==> config.mk <==
export PLATFORM = sky130hd
export DESIGN_NAME = instr_fetch_unit
export DESIGN_NICKNAME = d
export VERILOG_FILES = /design/src/rtl/instr_fetch_unit.sv
export SDC_FILE = /design/constraint.sdc
export NUM_CORES = 1
export LEC_CHECK = 0
export ABC_AREA = 1
export CAP_MARGIN = 5
export CORE_ASPECT_RATIO = 0.6
export CORE_UTILIZATION = 25
export DETAILED_ROUTE_END_ITERATION = 8
export PLACE_DENSITY = 0.56
export SYNTH_ARGS = -nofsm -noshare
export SYNTH_HDL_FRONTEND = slang
export SYNTH_SLANG_ARGS = --single-unit
==> constraint.sdc <==
create_clock -name clock -period 9.8 [get_ports clock]
set_clock_uncertainty 0.05 [all_clocks]
set_input_delay 1.96 -clock clock [delete_from_list [all_inputs] [get_ports clock]]
set_output_delay 1.96 -clock clock [all_outputs]
set_load 0.03 [all_outputs]
==> src/rtl/instr_fetch_unit.sv <==
// Instruction-fetch stage: owns the PC, issues two-cycle word reads to the memory
// controller, and delivers {instr, pc} to decode through an output register plus skid buffer.
module instr_fetch_unit #(
  parameter int unsigned         ADDR_W   = 18,
  parameter int unsigned         DATA_W   = 32,
  parameter logic [ADDR_W-1:0]   RESET_PC = '0,
  parameter logic [ADDR_W-1:0]   PC_STEP  = ADDR_W'(1)
) (
  input  logic              clock,
  input  logic              reset,
  output logic              if_mc_en,
  output logic [ADDR_W-1:0] if_mc_addr,
  input  logic [DATA_W-1:0] mc_if_data,
  input  logic              mem_mc_en,
  input  logic              ex_if_branch,
  input  logic [ADDR_W-1:0] ex_if_target,
  input  logic              id_if_stall,
  output logic [DATA_W-1:0] if_id_instr,
  output logic [ADDR_W-1:0] if_id_pc,
  output logic              if_id_valid
);

  typedef enum logic [1:0] {
    IDLE = 2'd0,
    REQ1 = 2'd1,
    REQ2 = 2'd2,
    HOLD = 2'd3
  } state_t;

  state_t              state;
  logic [ADDR_W-1:0]   pc;
  logic [DATA_W-1:0]   skid_instr;
  logic [ADDR_W-1:0]   skid_pc;
  logic                skid_valid;
  logic                out_free;

  assign if_mc_en   = (state == REQ1) || (state == REQ2);
  assign if_mc_addr = pc;
  assign out_free   = !if_id_valid || !id_if_stall;

  always_ff @(posedge clock or posedge reset) begin
    if (reset) begin
      state       <= IDLE;
      pc          <= RESET_PC;
      skid_instr  <= '0;
      skid_pc     <= '0;
      skid_valid  <= 1'b0;
      if_id_instr <= '0;
      if_id_pc    <= '0;
      if_id_valid <= 1'b0;
    end else if (ex_if_branch) begin
      // Redirect wins over everything: the in-flight access and any skid word are dropped.
      state       <= REQ1;
      pc          <= ex_if_target;
      skid_valid  <= 1'b0;
      if_id_valid <= 1'b0;
    end else begin
      // Consumed output with no replacement this cycle goes invalid; later loads override.
      if (!id_if_stall) if_id_valid <= 1'b0;

      case (state)
        IDLE: state <= REQ1;

        REQ1: begin
          if (!mem_mc_en) state <= REQ2;
        end

        REQ2: begin
          if (mem_mc_en) begin
            state <= REQ1;
          end else if (out_free) begin
            if_id_instr <= mc_if_data;
            if_id_pc    <= pc;
            if_id_valid <= 1'b1;
            pc          <= pc + PC_STEP;
            state       <= REQ1;
          end else begin
            skid_instr  <= mc_if_data;
            skid_pc     <= pc;
            skid_valid  <= 1'b1;
            pc          <= pc + PC_STEP;
            state       <= HOLD;
          end
        end

        HOLD: begin
          if (!id_if_stall) begin
            if_id_instr <= skid_instr;
            if_id_pc    <= skid_pc;
            if_id_valid <= skid_valid;
            skid_valid  <= 1'b0;
            state       <= REQ1;
          end
        end

        default: state <= IDLE;
      endcase
    end
  end

endmodule

==> impl_metrics.ini, run 1 <==
[run_status]
status = finished, final reports clean

[clock_tree]
clock_latency_ns = 0.42
numCtsBuffers = 17
cts.clk_slew.worst_paths_ns = 0.06
clock_sink_count = 122
htreeDepth = 4
root_buffer = clkbuf_16
cts_resized = 0
cts_tree = yes
clockBufferDepth = 2
cts_setup_buffers = 0
cts_hold_buf = 0

[final_layout]
multi_input_area_sq_um = 2130
instances_no_fill = 1171
drive_above_1_share = 0.0475
layout_commonest_cell = nand2_1
nFillCells = 2346
diodes = 0
mostFrequentLayoutCells = nand2_1 (220), o21ai_0 (151), clkdlybuf4s50_1 (124), dfrtp_1 (122), inv_1 (119)
syn2layout_area_growth_pct = 36.4
final_net_count = 910
seq_area_sq_um = 3050
stdcell_area_sq_um = 7870

[synthesis]
synth-seq-cells = 122
synth_area_per_cell_sq_um = 7.80
yosys.cell_types.count = 26
synth_area_leader_cell = dfrtp_1
synth_nets = 800
synthCells = 740
ys_seq_area_frac = 0.529
synth_area_leaders = dfrtp_1 (53%), nand2_1 (14%), o21ai_0 (13%)
synth_area_sq_um = 5770
yosysWarningCount = 0
yosysTopAreaCellShare = 0.529

[drt]
viasPerCell = 4.24
route.detailed.drc = 0
wl_met2_um = 5840
wl_per_cell_um = 13.3
ant_nets = 0
vias = 4965
wl_met3_um = 987
drtIter0Drc = 241
top_layer_used = met4
routed_wl_um = 15500
firstDrtPassIters = 5
wl_met1_um = 8590

[worst_hold_path]
hold_class = reg2reg

[die]
die-area_sq_um = 23700
fp.dieH_um = 120
die_x_um = 198
rows = 42
start_util = 0.258
coreArea_sq_um = 22300
boundaryPins = 125

[global_routing]
grt_pass1_vias = 4821
grt_start_max_net_pins = 105
antenna_found_initial = 0
grt_overflow = 0
grt_pass1_wl_um = 25800
grt_usage = 0.142

[place]
port_buffers = 124
dpl.hpwl_um = 10300
gp_congestion = 0.810
dp_cells = 1139
postPlaceCellArea_sq_um = 7280

[worst_setup_path]
critPathMaxFanout = 100
critPathKind = in2reg
end_kind = flop
worstPathCellList = clkdlybuf4s50_1 > buf_4 > inv_1 > nand3_4 > o21ai_0
cpMaxStageDelayCell = nand3_4
startpoint_type = input port
cpPeakStageDelay_ns = 0.81
critPathRequiredTime_ns = 10.05
arrival_ns = 4.44

[timing]
rsz0062_at_grt = false
layout_min_cycle_time_ns = 4.19
setup_viol = 0
worst_slew_pin_slew_ns = 1.02
hold_ws_ns = 0.432
post-route-period-util = 0.428
hold_viol = 0
tns_ns = 0
relSlewSlack = 0.320
slew_violations = 0
max_freq_ghz = 0.238

[power_and_ir_drop]
ir_worst_vdd_mv = 0.136
powerDensity_nw_per_um2 = 263
p_leak_uw = 0.00351
power.total_uw = 2070

[flow_run]
maxCapViolCount = 0
-- per-layer routing --
metal | GRT usage | up-vias
met5 | 0 | -
li1 | - | 2536
met3 | 0.0478 | 11
met1 | 0.217 | 2303
met4 | 0.0378 | 0
met2 | 0.186 | 115
-- synthesized netlist by cell type --
library cell,count
o21ai_0,151
nand2_1,220
xor2_1,3
inv_1,120
a21oi_1,4
a221oi_1,1
nor2_1,22
nor3b_2,1
a21boi_1,1
o221ai_1,1
clkinv_1,1
nand3_1,22
o211ai_1,4
buf_4,3
o21ai_1,11
ha_1,5
nand4_1,3
o21bai_1,1
clkbuf_1,17
a31oi_1,1
nor3_1,6
nand3_2,1
buf_2,16
dfrtp_1,122
nor2_2,2
xnor2_1,1
-- path summary, 6_finish.rpt --
check | cells after the start | startpoint | slack [ns] | end
max in group asynchronous | 3 | reset | 6.37 | skid_instr[9]
min in group asynchronous | 2 | reset | 2.03 | if_mc_addr[0]
setup reg to reg | 6 | state[0] | 6.33 | if_id_instr[18]
setup / recovery | 5 | ex_if_branch | 5.61 | skid_instr[19]
hold / removal | 2 | skid_instr[11] | 0.43 | skid_instr[11]
hold reg to reg | 2 | skid_instr[11] | 0.43 | skid_instr[11]
-- sequential cells by signal (all words and copies together) (netlist names) --
| register | count |
|---|---|
| if_id_instr | 32 |
| skid_instr | 32 |
| if_id_pc | 18 |
| if_mc_addr | 18 |
| skid_pc | 18 |
| state | 2 |
| if_id_valid | 1 |
| skid_valid | 1 |
-- critical path: cells and delay by family --
family	cells	cell delay [ns]
buffers and inverters	3	1.06
and+or+nand+nor	1	0.81
AOI/OAI and AO/OA	1	0.51
-- power breakdown --
group | leakage [uW] | internal [uW] | total, uW | switching (uW)
registers | 0.00158 | 621 | 702 | 80.7
logic | 0.00166 | 285 | 737 | 451
clock network | 0.000270 | 381 | 629 | 248
-- through the flow --
step           utilization  setup WS (ns)
2_1_floorplan            -           4.55
3_3_place_gp         0.326           5.22
3_5_place_dp         0.326           5.15
4_1_cts              0.353           5.56
5_1_grt              0.353           5.27
6_report             0.353           5.61
-- layout make-up --
class | count | area share
Clock buffer | 18 | 0.0558
Inverter | 121 | 0.0580
Sequential cell | 122 | 0.388
Multi-Input combinational cell | 461 | 0.270
Tap cell | 308 | 0.0489
Timing Repair Buffer | 127 | 0.160
Clock inverter | 14 | 0.0191
-- cells by family (layout without fill, tap and decap cells) --
kind of cell             count (synthesis)  after routing  share of synthesized area
AO/OA/AOI/OAI                          175            175                      0.156
XOR/XNOR                                 4              4                    0.00607
adder cells (fa/ha/maj)                  5              5                     0.0108
buffers and inverters                  157            280                      0.107
flip-flops                             122            122                      0.529
AND/OR/NAND/NOR                        277            277                      0.191
Note: power is estimated with default switching activity, not from simulation.
==> run 2, diff against run 1 <==
clock period = 4 ns   (was 9.8 ns; I/O delays follow)
==> impl_metrics.ini, run 2 (synthesized netlist as in run 1, its figures left out) <==
[run_status]
status = finished, final reports clean

[timing]
worst_slew_pin_slew_ns = 1.00
slew_violations = 0
hold_viol = 0
relSlewSlack = 0.333
post-route-period-util = 0.721
tns_ns = 0
layout_min_cycle_time_ns = 2.88
setup_viol = 0
max_freq_ghz = 0.347
rsz0062_at_grt = false
finalWorstSetupSlack_ns = 1.12

[final_layout]
nFillCells = 2365
layout_commonest_cell = nand2_1
reg_top3 = if_id_instr: 32 flops, skid_instr: 32 flops
diodes = 0
seq_area_sq_um = 3050
mostFrequentLayoutCells = nand2_1 (220), o21ai_0 (151), clkdlybuf4s50_1 (124), dfrtp_1 (122), inv_1 (119)
multi_input_area_sq_um = 2130
final_net_count = 914
syn2layout_area_growth_pct = 38.4
drive_above_1_share = 0.0474

[worst_setup_path]
critPathKind = reg2out
arrival_ns = 2.03
crit_family = buffers and inverters
cpPeakStageDelay_ns = 0.68
critPathRequiredTime_ns = 3.15
worstPathCellList = inv_1 > ha_1 > inv_1 > clkdlybuf4s50_1
critPathMaxFanout = 5
cpMaxStageDelayCell = clkdlybuf4s50_1
crit_buf_inv = 3
end_kind = output port
path_common_cell = inv_1
startpoint_type = flop

[drt]
drtIter0Drc = 283
route.detailed.drc = 0
firstDrtPassIters = 5
ant_nets = 0
routed_wl_um = 15600
wl_per_cell_um = 13.3
vias = 4954
viasPerCell = 4.22

[global_routing]
grt_overflow = 0
antenna_found_initial = 0
grt_pass1_wl_um = 25600
grt_usage = 0.141
grt_pass1_vias = 4835
grt_start_max_net_pins = 106

[die]
start_util = 0.258
fp.dieH_um = 120
rows = 42
die_x_um = 198
die-area_sq_um = 23700
boundaryPins = 125
coreArea_sq_um = 22300

[clock_tree]
cts_resized = 0
numCtsBuffers = 17
cts_hold_buf = 0
clock_sink_count = 122
clockBufferDepth = 2
cts_tree = yes
cts.clk_slew.worst_paths_ns = 0.05
clock_latency_ns = 0.42
cts_setup_buffers = 0
htreeDepth = 4
root_buffer = clkbuf_16

[place]
pre_cts_ws_ns = 0.839
dpl.hpwl_um = 10400
port_buffers = 124
gp_congestion = 0.826

[power_and_ir_drop]
ir_worst_vdd_mv = 0.296
p_leak_uw = 0.00358
powerDensity_nw_per_um2 = 659

[worst_hold_path]
hold_class = reg2reg

[flow_run]
maxCapViolCount = 0
[run 2: cell types whose count changed in the layout (fill, tap and decap cells not counted), moves of 2 or more]
cell / before / now
buf_12: 0 / 2
buf_4: 3 / 5
bufinv_16: 2 / 5
clkbuf_1: 0 / 2
clkbuf_8: 1 / 4
clkinv_4: 4 / 0
clkinvlp_4: 6 / 2
[run 2: layout make-up]
type / instances / area share
clock buffers: 23 / 0.0611
repair buffers: 131 / 0.165
well taps: 308 / 0.0482
clock inverters: 7 / 0.0204
multi-input cells: 461 / 0.266
flip-flops and latches: 122 / 0.382
inverters: 121 / 0.0573
[run 2: layer usage]
layer | GRT usage | share of wire
met2 | 0.192 | 0.39
met1 | 0.209 | 0.54
met5 | 0 | 0
met3 | 0.0464 | 0.069
met4 | 0.0407 | 0.0085
[run 2: final timing paths]
path | start | end | slack, ns | cells after the start
hold reg to reg | skid_instr[21] | skid_instr[21] | 0.43 | 2
hold / removal | skid_instr[21] | skid_instr[21] | 0.43 | 2
setup reg to reg | state[0] | skid_instr[27] | 1.42 | 6
setup / recovery | state[0] | if_mc_en | 1.12 | 4
min in group asynchronous | reset | if_id_valid | 0.69 | 2
max in group asynchronous | reset | if_id_instr[26] | 2.27 | 3
[run 2: stage by stage]
step,total power [uW],cells,instance area (sq um),utilization,hold WS (ns)
detailed placement,3580,1143,7340,0.329,0.422
global placement,3570,1143,7340,0.329,0.415
global route,5570,1173,7990,0.358,0.448
CTS,5340,1173,7990,0.358,0.436
floorplan,2770,740,5780,-,0.403
finish,5270,1173,7990,0.358,0.434
[run 2: report_power, final]
group	internal, uW	leakage (uW)	switching (uW)
Sequential	1520	0.00158	194
Combinational	711	0.00168	1120
Clock	1160	0.000315	555
[run 2: worst reg2reg max path, stage by stage, from the launching register on]
cell,delay (ns)
dfrtp_1,0.46
inv_1,0.09
ha_1,0.19
nand2_1,0.12
inv_1,0.23
nand3_4,0.77
o21ai_0,0.54
==> run 3, diff against run 2 <==
PLACE_DENSITY = 0.58   (was 0.56)
clock period = 2.64 ns   (was 4 ns; I/O delays follow)
==> impl_metrics.ini, run 3 (synthesized netlist as in run 1, its figures left out) <==
[global_routing]
grt_overflow = 0
grt_start_max_net_pins = 77
grt_usage = 0.146
grt_pass1_wl_um = 26500
grt_pass1_vias = 4926
antenna_found_initial = 0

[final_layout]
mostFrequentLayoutCells = nand2_1 (220), o21ai_0 (151), clkdlybuf4s50_1 (123), dfrtp_1 (122), inv_1 (119)
drive_above_1_share = 0.0551
seq_area_sq_um = 3050
reg_top3 = if_id_instr: 32 flops, skid_instr: 32 flops
nFillCells = 2313
multi_input_area_sq_um = 2130
post-route-util = 0.358
layout_commonest_cell = nand2_1
final_net_count = 919
diodes = 0
syn2layout_area_growth_pct = 38.4

[power_and_ir_drop]
clkPwrFrac = 0.303
ir_worst_vdd_mv = 0.465
p_sw_uw = 2870
p_leak_uw = 0.00360
powerDensity_nw_per_um2 = 968
power_frac_comb = 0.361
p_int_uw = 4860
p_sw_frac = 0.371
power_frac_seq = 0.336

[worst_setup_path]
startpoint_type = flop
cpMaxStageDelayCell = clkdlybuf4s50_1
critPathRequiredTime_ns = 2.06
worstPathCellList = clkdlybuf4s50_1
crit_buf_inv = 1
cpPeakStageDelay_ns = 0.76
critPathKind = reg2out
end_kind = output port
critPathMaxFanout = 6
crit_family = buffers and inverters
arrival_ns = 1.66

[clock_tree]
clock_sink_count = 122
clock_latency_ns = 0.42
cts_tree = yes
cts_resized = 0
root_buffer = clkbuf_16
clockBufferDepth = 2
cts_setup_buffers = 0
htreeDepth = 4
numCtsBuffers = 17
cts.clk_slew.worst_paths_ns = 0.06
cts_hold_buf = 0

[timing]
rsz0062_at_grt = false
layout_min_cycle_time_ns = 2.24
post-route-period-util = 0.848
hold_ws_ns = 0.434
slew_violations = 0
worst_slew_pin_slew_ns = 0.533
hold_viol = 0
setup_viol = 0
max_freq_ghz = 0.446
finalWorstSetupSlack_ns = 0.400
tns_ns = 0
relSlewSlack = 0.642

[drt]
route.detailed.drc = 0
firstDrtPassIters = 5
viasPerCell = 4.29
wl_per_cell_um = 13.5
vias = 5061
routed_wl_um = 15900
ant_nets = 0
drtIter0Drc = 354

[die]
fp.dieH_um = 120
boundaryPins = 125
coreArea_sq_um = 22300
die-area_sq_um = 23700
die_x_um = 198
rows = 42
start_util = 0.258

[place]
dpl.hpwl_um = 10900
port_buffers = 124
gp_congestion = 0.853
pre_cts_ws_ns = 0.312

[run_status]
status = finished, final reports clean

[flow_run]
maxCapViolCount = 0

[worst_hold_path]
hold_class = reg2reg
## run 3: cell types whose count changed in the layout (fill, tap and decap cells not counted), sizes merged
cell,delta
buf,+5
bufinv,-2
clkbuf,-5
clkdlybuf4s50,-1
clkinv,+8
dlymetal6s2s,+1
## run 3: metal layers
layer | GRT usage | part of all wire | up-vias
met2 | 0.189 | 0.37 | 138
met1 | 0.219 | 0.54 | 2353
li1 | - | - | 2558
met5 | 0 | 0 | -
met4 | 0.0441 | 0.0096 | 0
met3 | 0.0559 | 0.081 | 12
## run 3: worst paths after layout
path                                start              end  slack (ns)  cells after the start
setup / recovery            if_mc_addr[2]    if_mc_addr[2]        0.40                      1
hold / removal             skid_instr[10]   skid_instr[10]        0.43                      2
setup reg to reg                 state[0]  if_id_instr[12]        0.46                      6
hold reg to reg            skid_instr[10]   skid_instr[10]        0.43                      2
max in group asynchronous           reset   if_id_instr[1]        1.67                      3
min in group asynchronous           reset    skid_instr[7]        0.50                      3
## run 3: layout make-up
type / count / share of cell area
Timing Repair Buffer: 136 / 0.173
Inverter: 121 / 0.0573
Multi-Input combinational cell: 461 / 0.266
Tap cell: 308 / 0.0482
Sequential cell: 122 / 0.382
Clock buffer: 18 / 0.0537
Clock inverter: 13 / 0.0193
## run 3: power by group through the flow
stage | clock, uW | sequential (uW) | combinational [uW]
2_1_floorplan | 0 | 3380 | 807
3_3_place_gp | 0 | 2630 | 2800
3_5_place_dp | 0 | 2630 | 2820
4_1_cts | 2420 | 2610 | 2830
5_1_grt | 2520 | 2670 | 3050
6_report | 2350 | 2600 | 2790
## run 3: stage by stage
stage | cells | power, uW | cell area [sq um]
final | 1179 | 7730 | 7990
after global routing | 1179 | 8240 | 7990
after CTS | 1179 | 7860 | 7990
after detailed placement | 1148 | 5450 | 7400
after global placement | 1148 | 5430 | 7400
after floorplan | 740 | 4190 | 5780
